[src/rtl/gbuf_arb_pkg.sv]
// Shared definitions for the global-buffer port arbiter: CPU response state
// encoding, read-owner codes and default parameter values.
package gbuf_arb_pkg;

  // CPU response state machine encoding.
  localparam logic [1:0] ST_IDLE = 2'd0;
  localparam logic [1:0] ST_WAIT = 2'd1;
  localparam logic [1:0] ST_HOLD = 2'd2;

  // Which requester owns the BRAM read data arriving next cycle.
  typedef enum logic [1:0] {
    OWN_NONE = 2'd0,
    OWN_CPU  = 2'd1,
    OWN_TPU  = 2'd2
  } owner_e;

  localparam int DEFAULT_ADDR_BITS = 12;
  localparam int DEFAULT_DATA_BITS = 32;
  localparam int DEFAULT_MAX_WAIT  = 8;

endpackage

[src/rtl/gbuf_port_arbiter_if.sv]
// Bundle of the CPU request/response, TPU request/response and BRAM port
// signals around one global buffer. The arbiter uses the slave view; the
// requesters and the BRAM together form the master view.
interface gbuf_port_arbiter_if #(
  parameter int ADDR_BITS = 12,
  parameter int DATA_BITS = 32
);

  // CPU (CFU command path)
  logic                 cpu_req_valid;
  logic                 cpu_req_ready;
  logic                 cpu_req_wr;
  logic [31:0]          cpu_req_addr;
  logic [DATA_BITS-1:0] cpu_req_wdata;
  logic                 cpu_rsp_valid;
  logic                 cpu_rsp_ready;
  logic [DATA_BITS-1:0] cpu_rsp_rdata;

  // TPU engine
  logic                 tpu_req_valid;
  logic                 tpu_req_ready;
  logic                 tpu_req_wr;
  logic [ADDR_BITS-1:0] tpu_req_addr;
  logic [DATA_BITS-1:0] tpu_req_wdata;
  logic                 tpu_rsp_valid;
  logic [DATA_BITS-1:0] tpu_rsp_rdata;

  // Single-port BRAM
  logic                 ram_wr_en;
  logic [ADDR_BITS-1:0] ram_index;
  logic [DATA_BITS-1:0] ram_data_in;
  logic [DATA_BITS-1:0] ram_data_out;

  modport slave (
    input  cpu_req_valid, cpu_req_wr, cpu_req_addr, cpu_req_wdata, cpu_rsp_ready,
    output cpu_req_ready, cpu_rsp_valid, cpu_rsp_rdata,
    input  tpu_req_valid, tpu_req_wr, tpu_req_addr, tpu_req_wdata,
    output tpu_req_ready, tpu_rsp_valid, tpu_rsp_rdata,
    output ram_wr_en, ram_index, ram_data_in,
    input  ram_data_out
  );

  modport master (
    output cpu_req_valid, cpu_req_wr, cpu_req_addr, cpu_req_wdata, cpu_rsp_ready,
    input  cpu_req_ready, cpu_rsp_valid, cpu_rsp_rdata,
    output tpu_req_valid, tpu_req_wr, tpu_req_addr, tpu_req_wdata,
    input  tpu_req_ready, tpu_rsp_valid, tpu_rsp_rdata,
    input  ram_wr_en, ram_index, ram_data_in,
    output ram_data_out
  );

endinterface

[src/rtl/gbuf_rsp_hold.sv]
// CPU read-response register. Presents BRAM data straight through in the
// cycle after the grant (WAIT), captures it, and keeps presenting the captured
// word (HOLD) until the CPU accepts it, so later TPU reads cannot disturb it.
module gbuf_rsp_hold
  import gbuf_arb_pkg::*;
#(
  parameter int DATA_BITS = DEFAULT_DATA_BITS
) (
  input  logic                 clk,
  input  logic                 reset,
  input  logic                 start_i,
  input  logic [DATA_BITS-1:0] ram_rdata_i,
  input  logic                 rsp_ready_i,
  output logic                 rsp_valid_o,
  output logic [DATA_BITS-1:0] rsp_rdata_o,
  output logic [1:0]           state_o
);

  logic [1:0]           state_q, state_d;
  logic [DATA_BITS-1:0] hold_q, hold_d;

  // Next-state and capture logic for the response handshake.
  always_comb begin
    // NOTE: every variable gets a default before any branch; a path that
    // leaves one unassigned would infer a latch.
    state_d = state_q;
    hold_d  = hold_q;
    case (state_q)
      ST_IDLE: if (start_i) state_d = ST_WAIT;
      ST_WAIT: begin
        hold_d  = ram_rdata_i;
        state_d = rsp_ready_i ? ST_IDLE : ST_HOLD;
      end
      ST_HOLD: if (rsp_ready_i) state_d = ST_IDLE;
      default: state_d = ST_IDLE;
    endcase
  end

  // State and hold register update; reset drops any pending response.
  always_ff @(posedge clk) begin
    // NOTE: sequential state uses non-blocking assignments so every register
    // samples its inputs from the same edge regardless of statement order.
    if (reset) begin
      state_q <= ST_IDLE;
      // NOTE: the hold word is a single register feeding an output, so it is
      // reset to give a defined zero on cpu_rsp_rdata after reset.
      hold_q  <= '0;
    end else begin
      state_q <= state_d;
      hold_q  <= hold_d;
    end
  end

  assign rsp_valid_o = (state_q == ST_WAIT) || (state_q == ST_HOLD);
  assign rsp_rdata_o = (state_q == ST_WAIT) ? ram_rdata_i : hold_q;
  assign state_o     = state_q;

endmodule

[src/rtl/gbuf_port_arbiter.sv]
// Arbiter in front of one single-port global buffer BRAM shared by the CPU and
// the TPU. The TPU wins every conflict; the CPU may have one read in flight.
// Optional feature macro: GBUF_ARB_STARVE_GUARD_EN -- when defined, a CPU
// request blocked by the TPU for MAX_WAIT cycles is forced through.
module gbuf_port_arbiter
  import gbuf_arb_pkg::*;
#(
  parameter int ADDR_BITS = DEFAULT_ADDR_BITS,
  parameter int DATA_BITS = DEFAULT_DATA_BITS,
  parameter int MAX_WAIT  = DEFAULT_MAX_WAIT
) (
  input  logic              clk,
  input  logic              reset,
  gbuf_port_arbiter_if.slave bus
);

  logic                 cpu_idle;
  logic                 force_cpu;
  logic                 tpu_ready;
  logic                 cpu_ready;
  logic                 tpu_grant;
  logic                 cpu_grant;
  logic [1:0]           cpu_state;
  logic                 cpu_rsp_valid;
  logic [DATA_BITS-1:0] cpu_rsp_rdata;

  logic [ADDR_BITS-1:0] index_q, index_d;
  owner_e               owner_q, owner_d;
  logic                 wr_en;
  logic [DATA_BITS-1:0] data_in;

  // Address bits above the BRAM index width are deliberately ignored (wrap).
  logic unused_addr_hi;
  assign unused_addr_hi = ^bus.cpu_req_addr[31:ADDR_BITS];

  assign cpu_idle = (cpu_state == ST_IDLE);

`ifdef GBUF_ARB_STARVE_GUARD_EN
  localparam int                CNT_W   = $clog2(MAX_WAIT + 1);
  localparam logic [CNT_W-1:0] CNT_MAX = CNT_W'(MAX_WAIT);

  logic [CNT_W-1:0] wait_cnt_q, wait_cnt_d;

  // Count cycles the CPU is ready to go but blocked by a TPU request.
  always_comb begin
    wait_cnt_d = wait_cnt_q;
    if (cpu_grant) begin
      wait_cnt_d = '0;
    end else if (bus.cpu_req_valid && cpu_idle && bus.tpu_req_valid &&
                 (wait_cnt_q != CNT_MAX)) begin
      wait_cnt_d = wait_cnt_q + 1'b1;
    end
  end

  // Starvation counter register.
  always_ff @(posedge clk) begin
    if (reset) wait_cnt_q <= '0;
    else       wait_cnt_q <= wait_cnt_d;
  end

  assign force_cpu = bus.cpu_req_valid && cpu_idle && (wait_cnt_q == CNT_MAX);
`else
  localparam int unused_max_wait = MAX_WAIT;
  assign force_cpu = 1'b0;
`endif

  // Grants: nothing is accepted while reset is asserted.
  assign tpu_ready = !reset && !force_cpu;
  assign cpu_ready = !reset && bus.cpu_req_valid && cpu_idle &&
                     (!bus.tpu_req_valid || force_cpu);
  assign tpu_grant = bus.tpu_req_valid && tpu_ready;
  assign cpu_grant = cpu_ready;

  // BRAM port mux; the index holds its last value when nobody is granted.
  always_comb begin
    wr_en   = 1'b0;
    index_d = index_q;
    data_in = '0;
    owner_d = OWN_NONE;
    if (tpu_grant) begin
      wr_en   = bus.tpu_req_wr;
      index_d = bus.tpu_req_addr;
      data_in = bus.tpu_req_wdata;
      owner_d = bus.tpu_req_wr ? OWN_NONE : OWN_TPU;
    end else if (cpu_grant) begin
      wr_en   = bus.cpu_req_wr;
      index_d = bus.cpu_req_addr[ADDR_BITS-1:0];
      data_in = bus.cpu_req_wdata;
      owner_d = bus.cpu_req_wr ? OWN_NONE : OWN_CPU;
    end
  end

  // Remember the last index driven and who owns next cycle's read data.
  always_ff @(posedge clk) begin
    if (reset) begin
      index_q <= '0;
      owner_q <= OWN_NONE;
    end else begin
      index_q <= index_d;
      owner_q <= owner_d;
    end
  end

  gbuf_rsp_hold #(
    .DATA_BITS (DATA_BITS)
  ) u_rsp_hold (
    .clk         (clk),
    .reset       (reset),
    .start_i     (cpu_grant && !bus.cpu_req_wr),
    .ram_rdata_i (bus.ram_data_out),
    .rsp_ready_i (bus.cpu_rsp_ready),
    .rsp_valid_o (cpu_rsp_valid),
    .rsp_rdata_o (cpu_rsp_rdata),
    .state_o     (cpu_state)
  );

  assign bus.cpu_req_ready = cpu_ready;
  assign bus.cpu_rsp_valid = cpu_rsp_valid;
  assign bus.cpu_rsp_rdata = cpu_rsp_rdata;

  assign bus.tpu_req_ready = tpu_ready;
  assign bus.tpu_rsp_valid = (owner_q == OWN_TPU);
  assign bus.tpu_rsp_rdata = (owner_q == OWN_TPU) ? bus.ram_data_out : '0;

  assign bus.ram_wr_en   = wr_en;
  assign bus.ram_index   = index_d;
  assign bus.ram_data_in = data_in;

endmodule
[src/flat_wrapper.sv]
// flat-port wrapper written by rule: the top's interface ports become plain ports
module gbuf_port_arbiter_flat import gbuf_arb_pkg::*;
#(
  parameter int ADDR_BITS = DEFAULT_ADDR_BITS,
  parameter int DATA_BITS = DEFAULT_DATA_BITS,
  parameter int MAX_WAIT  = DEFAULT_MAX_WAIT
)
  (clk, reset, bus_cpu_req_valid, bus_cpu_req_wr, bus_cpu_req_addr, bus_cpu_req_wdata, bus_cpu_rsp_ready, bus_cpu_req_ready, bus_cpu_rsp_valid, bus_cpu_rsp_rdata, bus_tpu_req_valid, bus_tpu_req_wr, bus_tpu_req_addr, bus_tpu_req_wdata, bus_tpu_req_ready, bus_tpu_rsp_valid, bus_tpu_rsp_rdata, bus_ram_wr_en, bus_ram_index, bus_ram_data_in, bus_ram_data_out);
  gbuf_port_arbiter_if #(.ADDR_BITS(ADDR_BITS), .DATA_BITS(DATA_BITS)) bus_i ();
  input  logic clk;
  input  logic reset;
  input wire logic [$bits(bus_i.cpu_req_valid)-1:0] bus_cpu_req_valid;
  input wire logic [$bits(bus_i.cpu_req_wr)-1:0] bus_cpu_req_wr;
  input wire logic [$bits(bus_i.cpu_req_addr)-1:0] bus_cpu_req_addr;
  input wire logic [$bits(bus_i.cpu_req_wdata)-1:0] bus_cpu_req_wdata;
  input wire logic [$bits(bus_i.cpu_rsp_ready)-1:0] bus_cpu_rsp_ready;
  output wire logic [$bits(bus_i.cpu_req_ready)-1:0] bus_cpu_req_ready;
  output wire logic [$bits(bus_i.cpu_rsp_valid)-1:0] bus_cpu_rsp_valid;
  output wire logic [$bits(bus_i.cpu_rsp_rdata)-1:0] bus_cpu_rsp_rdata;
  input wire logic [$bits(bus_i.tpu_req_valid)-1:0] bus_tpu_req_valid;
  input wire logic [$bits(bus_i.tpu_req_wr)-1:0] bus_tpu_req_wr;
  input wire logic [$bits(bus_i.tpu_req_addr)-1:0] bus_tpu_req_addr;
  input wire logic [$bits(bus_i.tpu_req_wdata)-1:0] bus_tpu_req_wdata;
  output wire logic [$bits(bus_i.tpu_req_ready)-1:0] bus_tpu_req_ready;
  output wire logic [$bits(bus_i.tpu_rsp_valid)-1:0] bus_tpu_rsp_valid;
  output wire logic [$bits(bus_i.tpu_rsp_rdata)-1:0] bus_tpu_rsp_rdata;
  output wire logic [$bits(bus_i.ram_wr_en)-1:0] bus_ram_wr_en;
  output wire logic [$bits(bus_i.ram_index)-1:0] bus_ram_index;
  output wire logic [$bits(bus_i.ram_data_in)-1:0] bus_ram_data_in;
  input wire logic [$bits(bus_i.ram_data_out)-1:0] bus_ram_data_out;
  assign bus_i.cpu_req_valid = bus_cpu_req_valid;
  assign bus_i.cpu_req_wr = bus_cpu_req_wr;
  assign bus_i.cpu_req_addr = bus_cpu_req_addr;
  assign bus_i.cpu_req_wdata = bus_cpu_req_wdata;
  assign bus_i.cpu_rsp_ready = bus_cpu_rsp_ready;
  assign bus_cpu_req_ready = bus_i.cpu_req_ready;
  assign bus_cpu_rsp_valid = bus_i.cpu_rsp_valid;
  assign bus_cpu_rsp_rdata = bus_i.cpu_rsp_rdata;
  assign bus_i.tpu_req_valid = bus_tpu_req_valid;
  assign bus_i.tpu_req_wr = bus_tpu_req_wr;
  assign bus_i.tpu_req_addr = bus_tpu_req_addr;
  assign bus_i.tpu_req_wdata = bus_tpu_req_wdata;
  assign bus_tpu_req_ready = bus_i.tpu_req_ready;
  assign bus_tpu_rsp_valid = bus_i.tpu_rsp_valid;
  assign bus_tpu_rsp_rdata = bus_i.tpu_rsp_rdata;
  assign bus_ram_wr_en = bus_i.ram_wr_en;
  assign bus_ram_index = bus_i.ram_index;
  assign bus_ram_data_in = bus_i.ram_data_in;
  assign bus_i.ram_data_out = bus_ram_data_out;
  gbuf_port_arbiter #(.ADDR_BITS(ADDR_BITS), .DATA_BITS(DATA_BITS), .MAX_WAIT(MAX_WAIT)) u_core (.clk(clk), .reset(reset), .bus(bus_i));
endmodule
[config.mk]
export PLATFORM = sky130hd
export DESIGN_NAME = gbuf_port_arbiter_flat
export DESIGN_NICKNAME = d
export VERILOG_FILES = /design/src/rtl/gbuf_arb_pkg.sv /design/src/rtl/gbuf_port_arbiter_if.sv /design/src/rtl/gbuf_rsp_hold.sv /design/src/rtl/gbuf_port_arbiter.sv /design/src/flat_wrapper.sv
export SDC_FILE = /design/constraint.sdc
export NUM_CORES = 1
export LEC_CHECK = 0
export CAP_MARGIN = 20
export CORE_MARGIN = 8
export CORE_UTILIZATION = 30
export DETAILED_ROUTE_END_ITERATION = 10
export PLACE_DENSITY = 0.83
export SYNTH_ARGS = -nofsm -noshare
export SYNTH_HDL_FRONTEND = slang
export SYNTH_SLANG_ARGS = --single-unit
export TNS_END_PERCENT = 20
[constraint.sdc]
create_clock -name clk -period 2.3 [get_ports clk]
set_input_delay 0.46 -clock clk [delete_from_list [all_inputs] [get_ports clk]]
set_output_delay 0.46 -clock clk [all_outputs]
set_load 0.05 [all_outputs]
==> results.json <==
{
  "run_status": "finished, violations left",
  "failed_checks": "negative setup slack",
  "clockBufferDepth": 2,
  "fin_ws_ps": -56.0,
  "insertion_delay_ps": 300,
  "grt_overflow_total": 0,
  "syn_inst": 286,
  "rows": 34,
  "critPathLaunchType": "register",
  "drv_slew": 0,
  "synthesis.area_sq_mm": 0.00268,
  "worstSetupPathType": "reg -> out",
  "path_cells": "inv_4 > ha_4 > and4bb_4 > buf_12 > buf_6 > a22o_1 > buf_12",
  "synth_nets": 437,
  "start_util_pct": 30.9,
  "ios": 260,
  "n_antenna_cell": 0,
  "worst_setup_path_end_kind": "output port",
  "cts_made_buffers": 5,
  "fin_area_sq_mm": 0.00700,
  "rsz0062_at_grt": "true",
  "path_clk_slew_ps": 90,
  "yosys_warnings": 0,
  "routed_wl_mm": 14.3,
  "timing.hold.ws_ps": 609,
  "cts_hold_buf": 0,
  "async_reset_ff_share_pct": 0,
  "layout_common_cells": "clkdlybuf4s50_1, buf_12, and2_1, dfxtp_1, mux2_2",
  "critPathMaxStageDelay_ps": 350,
  "clockRootBuffer": "clkbuf_8",
  "fin_skew_ps": 12.3,
  "synth_cell_type_count": 22,
  "hold_class": "reg -> reg",
  "max_slew_margin_pct": 78.2,
  "fmax_mhz": 424,
  "synth_seq_cells": 48,
  "area_delta_synth_final_pct": 162,
  "power_density_mw_per_mm2": 738,
  "cp_common_cell": "buf_12",
  "drt_iter0_drc": 90,
  "antenna_found_initial": 0,
  "grt_pass1_vias": 3340,
  "peakVddDrop_uv": 542,
  "cp.buffers_inverters": 4,
  "final_cells": 641,
  "setup_violations": 30,
  "critPathRequiredTime_ps": 1840,
  "path_max_fanout": 9,
  "layout.nets": 683,
  "ys.flop_type": "dfxtp_1",
  "dp_cells": 624,
  "synth_edf_count": 0,
  "drt_pass1_iterations": 5,
  "dpl_cell_area_sq_mm": 0.00639,
  "h-tree-depth": 2,
  "final_layout_size_suffix_gt1_share_pct": 43.5,
  "num_vias": 3156,
  "grt_pass1_wl_mm": 18.7,
  "fp.dieW_microns": 110,
  "path_delay_family": "buffers and inverters",
  "post_drt_wl_per_cell_microns": 22.3,
  "leakagePower_nw": 2.86,
  "clkSinkCount": 48,
  "cts_tree": "yes",
  "ant_nets": 0,
  "worst-endpoint-arrival_ps": 1900,
  "core_area_sq_mm": 0.00868,
  "crit_slowest_cell": "dfxtp_2",
  "dp_hpwl_mm": 10.4,
  "drc": 0,
  "timing_hold_violations_final": 0,
  "finalCritPeriodShare_pct": 102,
  "die-area_sq_mm": 0.0122,
  "fin_crit_ps": 2360,
  "synth_area_per_cell_sq_um": 9.36,
  "grt_usage_pct": 18.8,
  "routabilityCongestion": 0.841,
  "final_common_cell": "clkdlybuf4s50_1",
  "chipHeight_microns": 110,
  "vias_per_cell": 4.92,
  "seq_area_frac_synth_pct": 35.9,
  "grt_max_degree": 37,
  "io_buffers": 239,
  "worst_slew_pin_slew_ps": 324,
  "max_cap_violations": 0
}
==> through the flow <==
| stage | total power [mW] | setup slack (ps) | setup TNS [ps] | utilization (%) |
|---|---|---|---|---|
| after detailed placement | 4.37 | -163 | -6100 | 73.6 |
| after floorplan | 2.65 | -132 | -1760 | - |
| after CTS | 5.04 | -82.4 | -2090 | 76.3 |
| after global routing | 5.33 | -122 | -2550 | 80.7 |
| final | 5.17 | -56.0 | -624 | 80.7 |
| after global placement | 4.31 | -110 | -3790 | 73.6 |
==> power breakdown <==
group / internal, mW / switching, mW
combinational: 1.76 / 1.80
clock: 0.322 / 0.289
sequential: 0.954 / 0.0425
==> path summary, 6_finish.rpt <==
kind | start | cells after the start | to | slack, ps
worst min register to register | u_core.u_rsp_hold.state_o[0]$_SDFFE_PP0P_ | 3 | u_core.u_rsp_hold.state_o[0]$_SDFFE_PP0P_ | 610
worst min-delay path | u_core.u_rsp_hold.state_o[0]$_SDFFE_PP0P_ | 3 | u_core.u_rsp_hold.state_o[0]$_SDFFE_PP0P_ | 610
worst max-delay path | u_core.u_rsp_hold.state_o[1]$_SDFFE_PP0P_ | 7 | bus_ram_data_in[28] | -60
worst max register to register | u_core.u_rsp_hold.state_o[1]$_SDFFE_PP0P_ | 7 | u_core.index_q[9]$_SDFF_PP0_ | 630
==> state kept, by name, indices dropped and copies added (netlist names) <==
register                   cells
u_core.owner_q                 2
u_core.u_rsp_hold.state_o      2
u_core.u_rsp_hold.hold_q      32
u_core.index_q                12
==> synth_stat cells (4+ instances only) <==
cell type  instances  share of area (%)
a21oi_1           13                2.4
buf_2              6                1.1
mux2i_1           13                4.9
a22o_1            33                 11
dfxtp_1           48                 36
a211oi_1          12                3.4
nor2_1            26                3.6
mux2_2            32                 13
clkbuf_1          16                2.2
ha_1               4                1.9
and2_1            64                 15
==> worst register-to-register path, cell delays in order (launching register included) <==
cell and delay [ps]:
dfxtp_2 370, inv_4 50, ha_4 160, and4bb_4 230, buf_12 170, mux2i_4 200, buf_4 140, a211oi_1 260
==> cells by family after synthesis <==
| family | Yosys count | share of synthesized area, % |
|---|---|---|
| muxes | 45 | 18.3 |
| and+or+nand+nor | 99 | 20.9 |
| adders and majority gates | 4 | 1.87 |
| buffers and inverters | 30 | 5.05 |
| AOI/OAI and AO/OA | 60 | 17.9 |
| DFF | 48 | 35.9 |
==> layout make-up <==
cell class / instances / area, sq um
timing repair buffer: 264 / 3800
clock inverter: 3 / 42.5
clock buffer: 5 / 68.8
multi-input combinational: 208 / 1970
fill: 474 / 1670
sequential: 48 / 963
inverter: 5 / 21.3
tap: 108 / 135
==> metal layers <==
layer	wire length [microns]	global-route usage [%]
met3	931	6.49
met5	0	0
met4	269	2.34
met2	8080	37.4
met1	5000	18.4
==> timing repair <==
action	CTS	global route
pin swaps	12	27
gates cloned	0	2
gates resized for setup	25	44
endpoints found under the setup margin	45	44
buffers inserted	2	5
(Power assumes the default switching activity.)
